==> src/rtl/serial_loader_pkg.sv <==
// Shared types and helpers for the serial word loader.
// SER_PARITY_EN adds the PAR state (parity bit after the data bits).
package serial_loader_pkg;

  localparam int unsigned STATE_W = 2;

`ifdef SER_PARITY_EN
  typedef enum logic [STATE_W-1:0] {
    IDLE  = 2'd0,
    SHIFT = 2'd1,
    PAR   = 2'd2,
    DONE  = 2'd3
  } state_t;
`else
  typedef enum logic [STATE_W-1:0] {
    IDLE  = 2'd0,
    SHIFT = 2'd1,
    DONE  = 2'd3
  } state_t;
`endif

  // Bit-count width for an n-bit frame; counts run 0..n-1.
  function automatic int unsigned cnt_width(input int unsigned n);
    return (n < 2) ? 1 : $clog2(n);
  endfunction

endpackage

==> src/rtl/bit_counter.sv <==
// Data-bit counter: clear, increment, and flag on the last bit (N-1).
import serial_loader_pkg::*;

module bit_counter #(
  parameter int unsigned N = 8,
  parameter int unsigned W = cnt_width(N)
) (
  input  logic clk,
  input  logic clear_n,
  input  logic clr,
  input  logic inc,
  output logic term_c
);

  logic [W-1:0] count;

  // Count accepted data bits; clear has priority over increment.
  always_ff @(posedge clk) begin
    if (!clear_n)  count <= '0;
    else if (clr)  count <= '0;
    else if (inc)  count <= count + W'(1);
  end

  assign term_c = (count == W'(N - 1));

endmodule

==> src/rtl/serial_loader.sv <==
// Serial-to-parallel loader: assembles N bits (MSB first) and strobes load.
// SER_PARITY_EN: an even-parity bit follows the data; mismatch sets err.
import serial_loader_pkg::*;

module serial_loader #(
  parameter int unsigned N = 8
) (
  input  logic         clk,
  input  logic         clear_n,
  input  logic         start,
  input  logic         abort,
  input  logic         sin_valid,
  input  logic         sin_bit,
  output logic [N-1:0] word,
  output logic         load,
  output logic         busy,
  output logic         err
);

  state_t       state;
  logic [N-1:0] shreg;
  logic [N-1:0] shift_nxt_c;
  logic         cnt_clr_c;
  logic         cnt_inc_c;
  logic         term_c;

  assign shift_nxt_c = {shreg[N-2:0], sin_bit};
  assign cnt_clr_c   = (state == IDLE) && start;
  assign cnt_inc_c   = (state == SHIFT) && sin_valid && !abort;

  bit_counter #(.N(N)) u_bit_counter (
    .clk     (clk),
    .clear_n (clear_n),
    .clr     (cnt_clr_c),
    .inc     (cnt_inc_c),
    .term_c  (term_c)
  );

`ifdef SER_PARITY_EN
  // Frame FSM with shift register, word register and parity check.
  always_ff @(posedge clk) begin
    if (!clear_n) begin
      state <= IDLE;
      shreg <= '0;
      word  <= '0;
      load  <= 1'b0;
      busy  <= 1'b0;
      err   <= 1'b0;
    end else begin
      load <= 1'b0;
      case (state)
        IDLE: begin
          if (start) begin
            state <= SHIFT;
            busy  <= 1'b1;
            shreg <= '0;
            err   <= 1'b0;
          end
        end
        SHIFT: begin
          if (abort) begin
            state <= IDLE;
            busy  <= 1'b0;
          end else if (sin_valid) begin
            shreg <= shift_nxt_c;
            if (term_c) state <= PAR;
          end
        end
        PAR: begin
          if (abort) begin
            state <= IDLE;
            busy  <= 1'b0;
          end else if (sin_valid) begin
            if (^{shreg, sin_bit} == 1'b0) begin
              word  <= shreg;
              load  <= 1'b1;
              state <= DONE;
            end else begin
              err   <= 1'b1;
              state <= IDLE;
              busy  <= 1'b0;
            end
          end
        end
        DONE: begin
          state <= IDLE;
          busy  <= 1'b0;
        end
        default: begin
          state <= IDLE;
          busy  <= 1'b0;
        end
      endcase
    end
  end
`else
  // Frame FSM with shift register and word register.
  always_ff @(posedge clk) begin
    if (!clear_n) begin
      state <= IDLE;
      shreg <= '0;
      word  <= '0;
      load  <= 1'b0;
      busy  <= 1'b0;
    end else begin
      load <= 1'b0;
      case (state)
        IDLE: begin
          if (start) begin
            state <= SHIFT;
            busy  <= 1'b1;
            shreg <= '0;
          end
        end
        SHIFT: begin
          if (abort) begin
            state <= IDLE;
            busy  <= 1'b0;
          end else if (sin_valid) begin
            shreg <= shift_nxt_c;
            if (term_c) begin
              word  <= shift_nxt_c;
              load  <= 1'b1;
              state <= DONE;
            end
          end
        end
        DONE: begin
          state <= IDLE;
          busy  <= 1'b0;
        end
        default: begin
          state <= IDLE;
          busy  <= 1'b0;
        end
      endcase
    end
  end

  assign err = 1'b0;
`endif

endmodule

==> config.mk <==
export PLATFORM = sky130hd
export DESIGN_NAME = serial_loader
export DESIGN_NICKNAME = d
export VERILOG_FILES = /design/src/rtl/serial_loader_pkg.sv /design/src/rtl/bit_counter.sv /design/src/rtl/serial_loader.sv
export SDC_FILE = /design/constraint.sdc
export NUM_CORES = 1
export LEC_CHECK = 0
export CORE_UTILIZATION = 43
export DETAILED_ROUTE_END_ITERATION = 8
export PLACE_DENSITY = 0.72
export SKIP_CTS_REPAIR_TIMING = 1
export SYNTH_ARGS = -nofsm -noshare
export SYNTH_HDL_FRONTEND = slang
export SYNTH_SLANG_ARGS = --single-unit
==> constraint.sdc <==
create_clock -name clk -period 1 [get_ports clk]
set_input_delay 0.3 -clock clk [delete_from_list [all_inputs] [get_ports clk]]
set_output_delay 0.3 -clock clk [all_outputs]
set_load 0.05 [all_outputs]
==> flow_summary_export.csv, run 1 <==
group,metric,value,unit
run_status,outcome,"complete, but fails checks",
run_status,failing_checks,"setup timing",
final_layout,syn2layout_area_growth,67.3,%
synthesis,avgSynthCellArea,9.92,sq um
floorplanning,die_height,45.8,microns
clocking,cts_inserted_buffers,3,
worst_setup_path,worst-r2r-cell-count,3,
placement,gp_congestion,0.657,
worst_hold_path,holdPathEnd,"busy$_SDFFE_PN0P_",
timing,finalHoldViolations,0,
synthesis,post_synth_most_frequent_cells,"sky130_fd_sc_hd__dfxtp_1 (22), sky130_fd_sc_hd__nand2_1 (21), sky130_fd_sc_hd__mux2i_1 (8), sky130_fd_sc_hd__o22ai_1 (7)",
worst_setup_path,crit-reg2reg-launch,"state[1]$_SDFFE_PN0P_",
route,vias_per_cell,5.46,
worst_setup_path,crit_slowest_cell,"sky130_fd_sc_hd__dfxtp_2",
floorplanning,chipWidth,45.8,microns
timing,finalMaxSlewViolations,0,
synthesis,synth_sequential_area_ratio,0.535,
worst_hold_path,hold_path.class,"input port to flip-flop",
timing,max_freq,0.882,GHz
route,detailroute.via_count,715,
timing,skew,4.34,ps
job,drv_cap,0,
worst_setup_path,ff2ff_setup_slack,-90,ps
clocking,clock-sinks,22,
synthesis,yosys.cell_types.count,19,
route,wl_per_cell,15.5,microns
worst_hold_path,holdCritStartpoint,"abort",
timing,period_minus_slack,1130,ps
synthesis,mapped_cells,83,
global_route,globalRouteTotalUtil,0.177,
global_route,global_route_wire_length_before_repair,2530,microns
synthesis,synth_area,823,sq um
floorplanning,total_die_area,2090,sq um
route,drt_drc_violations_left,0,
clocking,clock_latency,320,ps
timing,setup_violations,28,
synthesis,synth_edf_count,0,
placement,numPortBuffers,15,
synthesis,synth.most_common_cell,"sky130_fd_sc_hd__dfxtp_1",
worst_setup_path,critical_path_fanout_max,2,
global_route,antenna_found_initial,0,
placement,post-place-cells,123,
timing,final.setup.worst_slack,-134,ps
final_layout,fin_nets,115,
synthesis,async_flop_share,0,
placement,dp.final_hpwl,1030,microns
worst_setup_path,worst_setup_path_end_kind,"output port",
clocking,cts_tree,"done",
power,power_density,1280,nW/um^2
floorplanning,boundaryPins,17,
timing,rsz_0062_raised_after_global_routing,"true",
floorplanning,floorplan.initialDensity,0.467,
worst_setup_path,cp_cell_sequence,"buf_12",
synthesis,synthesis.nets,91,
route,detail_route.iter0.violations,9,
worst_setup_path,worstPathBufferInverterCount,1,
worst_setup_path,timing.critical_path.arrival,830,ps
final_layout,post_route_cells_drive_above_1_share,0.472,
synthesis,netlist_top_cells_area,"sky130_fd_sc_hd__dfxtp_1 (53%), sky130_fd_sc_hd__mux2i_1 (9.7%), sky130_fd_sc_hd__nand2_1 (9.6%)",
route,ant_nets,0,
worst_setup_path,cp_data_required_time,700,ps
worst_setup_path,worstSetupStartpointType,"flip-flop",
global_route,gr-total-overflow,0,
timing,final.period_utilization,1.13,
final_layout,insertedDiodeCount,0,
worst_setup_path,cpPeakStageDelay,380,ps
synthesis,synthesis.yosys.warnings,0,
route,routed_wl,2030,microns
clocking,ctsRootBufferMaster,"sky130_fd_sc_hd__clkbuf_4",
power,worst_ir_drop_vdd,0.000826,V
power,fin_total_pwr,1760,uW
synthesis,yosys_most_used_dff,"sky130_fd_sc_hd__dfxtp_1",
global_route,via_count_of_the_first_global_routing_pass,584,
synthesis,flip_flop_and_latch_count_after_synthesis,22,
clocking,clock_tree.htree_level_count,1,
clocking,cts_buffer_depth,2,
worst_setup_path,reg2reg_to,"word[3]$_SDFFE_PN0P_",
final_layout,layoutNonFillerInstCount,131,
worst_hold_path,hold-path-cell-count,4,
route,1st_pass_router_iterations,4,
power,leakage_power_figure,0.000577,uW
clocking,clkSlewWorstSetupHoldPaths,120,ps
worst_setup_path,critical_path_class,"flip-flop to output port",
floorplanning,num_rows,15,
synthesis,area_fraction_of_the_dominant_cell_type_after_synthesis,0.535,
worst_setup_path,crit_cells,1,
floorplanning,placeableCoreArea,1760,sq um
worst_setup_path,critical_path_s_top_delay_family,"flip-flops",
synthesis,yosys.area.top_type,"sky130_fd_sc_hd__dfxtp_1",
global_route,grt_start_max_net_pins,26,
final_layout,utilization,0.781,
==> flip-flops by register name, summed over array words and instances (netlist names) <==
register / cells
shreg: 7
state: 2
u_bit_counter.count: 3
busy: 1
load: 1
word: 8
==> final cells by class <==
class | instances | area [sq um]
well taps | 25 | 31.3
flip-flops and latches | 22 | 459
multi-input cells | 57 | 477
clock buffers | 3 | 22.5
clock inverters | 1 | 30.0
fillers | 108 | 387
repair buffers | 23 | 358
==> placed cells by master (no fill, tap or decap), drive strengths merged <==
cell type	Yosys	final
dfxtp	22	22
dlymetal6s2s	0	4
nand4bb	1	1
clkbuf	1	4
conb	1	1
ha	2	2
o22ai	7	7
bufinv	0	1
and3	2	2
o21ai	4	5
nand2	22	22
clkdlybuf4s50	0	1
nand4b	1	1
mux2i	8	8
and4bb	1	1
nand2b	3	3
a21oi	2	2
buf	4	17
nand3	2	2
==> worst max-delay path by stage <==
stage	from	to	slack, ps
3_3_place_gp	abort	word[6]$_SDFFE_PN0P_	-520
4_1_cts	abort	word[6]$_SDFFE_PN0P_	-210
2_1_floorplan	state[1]$_SDFFE_PN0P_	word[0]$_SDFFE_PN0P_	2
3_5_place_dp	abort	word[6]$_SDFFE_PN0P_	-540
6_report	word[1]$_SDFFE_PN0P_	word[1]	-130
5_1_grt	word[6]$_SDFFE_PN0P_	word[6]	-160
==> metrics by stage <==
step / TNS [ps] / hold slack (ps) / setup slack [ps] / area [sq um]
global placement: -10170 / 456 / -518 / 1160
CTS: -5400 / 483 / -211 / 1210
floorplan: 0 / 442 / 1.61 / 856
detailed placement: -10560 / 466 / -545 / 1160
global route: -3100 / 375 / -156 / 1380
finish: -2290 / 318 / -134 / 1380
==> per-layer routing <==
layer,part of all wire,wire length (microns),GRT usage,up-vias
met5,0,0,0,-
met4,0.051,104,0.135,0
met3,0.043,87,0.0397,9
met2,0.50,1010,0.271,27
met1,0.41,827,0.216,343
li1,-,-,-,336
==> kinds of logic after synthesis <==
group | share of synthesized area
flops | 0.535
fa+ha+maj | 0.0304
mux | 0.0973
simple gates | 0.204
buf+inv | 0.0349
compound gates | 0.0942
other cells | 0.00455
==> power breakdown <==
| part | internal [uW] | switching [uW] | leakage, uW |
|---|---|---|---|
| Clock | 406 | 283 | 0.0000279 |
| Combinational | 85.9 | 92.2 | 0.000365 |
| Sequential | 884 | 9.65 | 0.000184 |
Note: power is estimated with default switching activity, not from simulation.
==> inputs of run 2 (changes only) <==
CORE_ASPECT_RATIO = 1.5   (was default)
CORE_UTILIZATION = 25   (was 43)
GPL_TIMING_DRIVEN = 0   (was default)
PLACE_DENSITY = default   (was 0.72)
==> flow_summary_export.csv, run 2 (synthesized netlist as in run 1, its figures left out) <==
group,metric,value,unit
run_status,outcome,"complete, but fails checks",
run_status,failing_checks,"setup timing",
clocking,clock-sinks,22,
power,power_density,1460,nW/um^2
clocking,cts_buffer_depth,2,
worst_setup_path,critical_path_class,"flip-flop to flip-flop",
final_layout,layout_commonest_cell,"sky130_fd_sc_hd__nand2_1",
route,detailroute.via_count,687,
clocking,clock_latency,270,ps
worst_setup_path,critical_path.startpoint,"state[1]$_SDFFE_PN0P_",
timing,slew_of_the_pin_with_the_lowest_slew_margin,553,ps
final_layout,reg_top3,"word x8, shreg x7, u_bit_counter.count x3",
floorplanning,chipWidth,48.9,microns
floorplanning,boundaryPins,17,
worst_setup_path,timing.critical_path.arrival,1320,ps
placement,dp.final_hpwl,1160,microns
timing,final.setup.worst_slack,-115,ps
timing,skew,3.93,ps
worst_hold_path,holdCritStartpoint,"clear_n",
global_route,global_route_wire_length_before_repair,2640,microns
power,power.share.clock,0.447,
route,vias_per_cell,4.61,
power,power.share.sequential,0.474,
worst_hold_path,hold-path-cell-count,3,
clocking,cts_inserted_buffers,3,
floorplanning,die_height,72.3,microns
timing,max_slew_margin,0.631,
placement,gp_congestion,0.746,
timing,hold_ws,342,ps
final_layout,fin_nets,118,
power,leakage_power_figure,0.000557,uW
placement,numPortBuffers,14,
route,detail_route.iter0.violations,4,
final_layout,multi_input_area,439,sq um
final_layout,mostFrequentLayoutCells,"sky130_fd_sc_hd__nand2_1 (21), sky130_fd_sc_hd__dfxtp_1 (11), sky130_fd_sc_hd__buf_6 (10), sky130_fd_sc_hd__dfxtp_2 (10), sky130_fd_sc_hd__mux2i_1 (8)",
worst_setup_path,cp_data_required_time,1200,ps
worst_setup_path,worst_setup_path_end_kind,"flip-flop",
worst_setup_path,critical_path_fanout_max,6,
final_layout,largest_reg_flops,8,
timing,max_freq,0.897,GHz
worst_setup_path,reg2reg_to,"u_bit_counter.count[2]$_SDFFE_PP0P_",
worst_hold_path,hold_path.class,"input port to flip-flop",
power,switching_power,397,uW
worst_hold_path,holdPathEnd,"busy$_SDFFE_PN0P_",
power,power.combinational.fraction,0.079,
clocking,ctsRootBufferMaster,"sky130_fd_sc_hd__clkbuf_8",
clocking,clock_tree.htree_level_count,1,
timing,rsz_0062_raised_after_global_routing,"true",
power,worst_ir_drop_vdd,0.000799,V
clocking,cts_tree,"done",
route,drt_drc_violations_left,0,
timing,period_minus_slack,1110,ps
floorplanning,total_die_area,3530,sq um
worst_setup_path,worstSetupStartpointType,"flip-flop",
worst_setup_path,worst-r2r-cell-count,4,
timing,final.period_utilization,1.11,
clocking,clkSlewWorstSetupHoldPaths,80,ps
final_layout,final-seq-area,457,sq um
global_route,grt_start_max_net_pins,14,
global_route,antenna_found_initial,0,
route,wl_per_cell,13.3,microns
final_layout,utilization,0.408,
placement,dp_worst_setup_slack,-544,ps
floorplanning,num_rows,25,
power,internal_power,1480,uW
worst_setup_path,crit-reg2reg-launch,"state[1]$_SDFFE_PN0P_",
route,1st_pass_router_iterations,3,
timing,setup_violations,28,
timing,finalMaxSlewViolations,0,
floorplanning,floorplan.initialDensity,0.261,
global_route,gr-total-overflow,0,
final_layout,fill_cells,312,
final_layout,insertedDiodeCount,0,
route,ant_nets,0,
global_route,via_count_of_the_first_global_routing_pass,596,
final_layout,post_route_cells_drive_above_1_share,0.440,
job,drv_cap,0,
power,power.share.switching,0.212,
final_layout,syn2layout_area_growth,56.5,%
route,routed_wl,1980,microns
global_route,globalRouteTotalUtil,0.101,
timing,finalHoldViolations,0,
final_layout,registers.top_by_ff_count,"word",
floorplanning,placeableCoreArea,3160,sq um
worst_setup_path,ff2ff_setup_slack,-110,ps
[run 2: worst max path at each step]
stage,end,depth (start not counted)
detailed placement,word[6]$_SDFFE_PN0P_,4
floorplan,word[0]$_SDFFE_PN0P_,3
CTS,word[2],1
finish,u_bit_counter.count[2]$_SDFFE_PP0P_,4
global placement,word[3]$_SDFFE_PN0P_,4
global route,u_bit_counter.count[2]$_SDFFE_PP0P_,4
[run 2: stage by stage]
stage / cells / cell area [sq um] / total power, uW / setup TNS (ps)
floorplan: 83 / 856 / 984 / 0
global placement: 137 / 1050 / 1020 / -14210
detailed placement: 137 / 1050 / 1020 / -14500
CTS: 141 / 1120 / 1850 / -11800
global route: 149 / 1290 / 1930 / -2850
finish: 149 / 1290 / 1880 / -1700
[run 2: per-layer routing]
metal / part of all wire / routed length (microns) / vias to the layer above / global-route usage
met1: 0.38 / 761 / 323 / 0.113
met3: 0.037 / 74 / 7 / 0.0273
li1: - / - / 341 / -
met5: 0 / 0 / - / 0
met2: 0.55 / 1090 / 16 / 0.162
met4: 0.030 / 59 / 0 / 0.0784
[run 2: critical path, cell delays in order (launching register included)]
cell                       delay [ps]
sky130_fd_sc_hd__dfxtp_4          350
sky130_fd_sc_hd__and4bb_4         400
sky130_fd_sc_hd__buf_4            140
sky130_fd_sc_hd__nand3_2           60
sky130_fd_sc_hd__o21ai_1          100
[run 2: cell type report]
class                           instances  area share
Sequential cell                        22       0.354
Multi-Input combinational cell         57       0.341
Timing Repair Buffer                   21       0.185
Tap cell                               40      0.0388
Clock buffer                            3      0.0320
Buffer                                  5      0.0252
Clock inverter                          1      0.0233
[run 2: power by group through the flow]
stage                     Sequential (uW)  Clock [uW]  Combinational, uW
after floorplan                       920           0               63.1
after global placement                909           0                111
after detailed placement              910           0                113
after CTS                             889         848                114
after global routing                  890         881                157
final                                 888         839                148
==> edit: new RTL, settings of run 2 <==
Add a define of `SER_PARITY_EN`.
--- a/src/rtl/serial_loader_pkg.sv
+++ b/src/rtl/serial_loader_pkg.sv
@@ -1,5 +1,7 @@
 // Shared types and helpers for the serial word loader.
 // SER_PARITY_EN adds the PAR state (parity bit after the data bits).
+`define SER_PARITY_EN
+
 package serial_loader_pkg;
 
   localparam int unsigned STATE_W = 2;
Check against the original RTL: not equivalent (Yosys sat finds a counterexample within 10 cycles, from zero or initial values).
==> edit against run 2 <==
  * Sequential share of layout area shrank 4.7 points
  * Critical endpoint is now word[4]
  * Area after synthesis increased by 40%
  * The flow finishes with violations (DRC, setup timing)
  * Design area up 29%
  * First-iteration DRC count rose to 6.5 times the old value
  * Sequential cell count up 2
  * Setup slack worse by 650 ps
  * Highest routed layer unchanged
  * Routed wire length grew 29%
  * Worst hold slack better by 43 ps
  * Critical path type unchanged
  * Total power grew 11%
  * Maximum frequency down 37%
  * Die area rose by 38%
  * Critical path depth grew 1
==> edit: results (changes against run 2) <==
Global routing
  – Grt met2 use: 0.210 (+0.0483)
  – Met3 Resource Use GR: 0.0152 (-0.0120)
  – Vias in the first global route: 989 (+66%)
  – Met1 track utilization from global routing: 0.103 (-0.0100)
  – First-pass GRT wire length: 4130 microns (+56%)
  – Total track usage: 0.106 (+0.00545)

Timing
  – Post-route clock skew: 4.24 ps (+0.316 ps)
  – Fin worst setup slack: -766 ps (-652 ps)
  – Setup Viol. Count Final: 35 (+25%)
  – Worst slew pin tran: 359 ps (-193 ps)

Yosys
  – Complex-gate fraction of the synthesized area: 0.0969 (+0.00272)
  – Post-synthesis mux area share: 0.109 (+0.0117)
  – Avg Cell Area, Syn: 9.12 sq um (-8.1%)
  – Post-Syn Nets: 134 (+47%)
  – Adder-Cell Fraction of Synth Area: 0.0218 (-0.00861)
  – Register area share after synthesis: 0.418 (-0.117)
  – Area contributors post-synth: dfxtp_1 (42%), mux2i_1 (9.6%), nand2_1 (8.5%), a21boi_0 (5.2%), nand3_1 (3.5%)
  – Unique masters post-synth: 30 (+11)

Drt
  – Residual DRC: 3 (+3)
  – Via count: 976 (+42%)
  – Final WL: 2560 microns (+29%)
  – WL met2: 1460 microns (+34%)

Finish
  – Fraction of area in multi-input gates: 0.426 (+0.0854)
  – Ratio of cells with drive above 1 in the final layout: 0.422 (-0.0183)
  – Nonclk buf count: 32 (+23%)
  – Layout clock buffers: 4 (+1)
  – Reg area: 510 sq um (+12%)

Worst setup path
  – Worst setup endpoint: word[4]

Status
  – Failing checks: DRC, setup timing
  – Outcome: finished with violations

Place
  – Placed cell areas: 0.00143 sq mm (+36%)
  – DP HPWL: 1890 microns (+64%)
## edit: cell types whose count changed in the layout (fill, tap and decap cells not counted), moves of 4 or more
cell      delta
dfxtp_1      -5
buf_4        +5
nand2_1      +5
nor2_1       +5
dfxtp_2      +5
buf_6        -6
nand3_1      +7
a21boi_1     +7
o22ai_2      -4
## edit: cell families (layout without fill, tap and decap cells)
group           Yosys count  count (layout)
buf+inv                   9              37
simple gates             56              56
compound gates           16              16
mux                      12              12
xor+xnor                  7               7
fa+ha+maj                 2               2
flops                    24              24
## edit: power groups by stage
stage,clock [mW],combinational (mW),sequential [mW]
floorplan,0,0.274,1.04
global placement,0,0.388,1.02
detailed placement,0,0.400,1.02
CTS,0.669,0.402,0.996
global route,0.701,0.471,1.00
finish,0.643,0.442,0.996
## edit: metrics by stage
stage           util  hold slack (ps)
2_1_floorplan      -              452
3_3_place_gp   0.330              444
3_5_place_dp   0.330              451
4_1_cts        0.343              464
5_1_grt        0.385              390
6_report       0.385              385
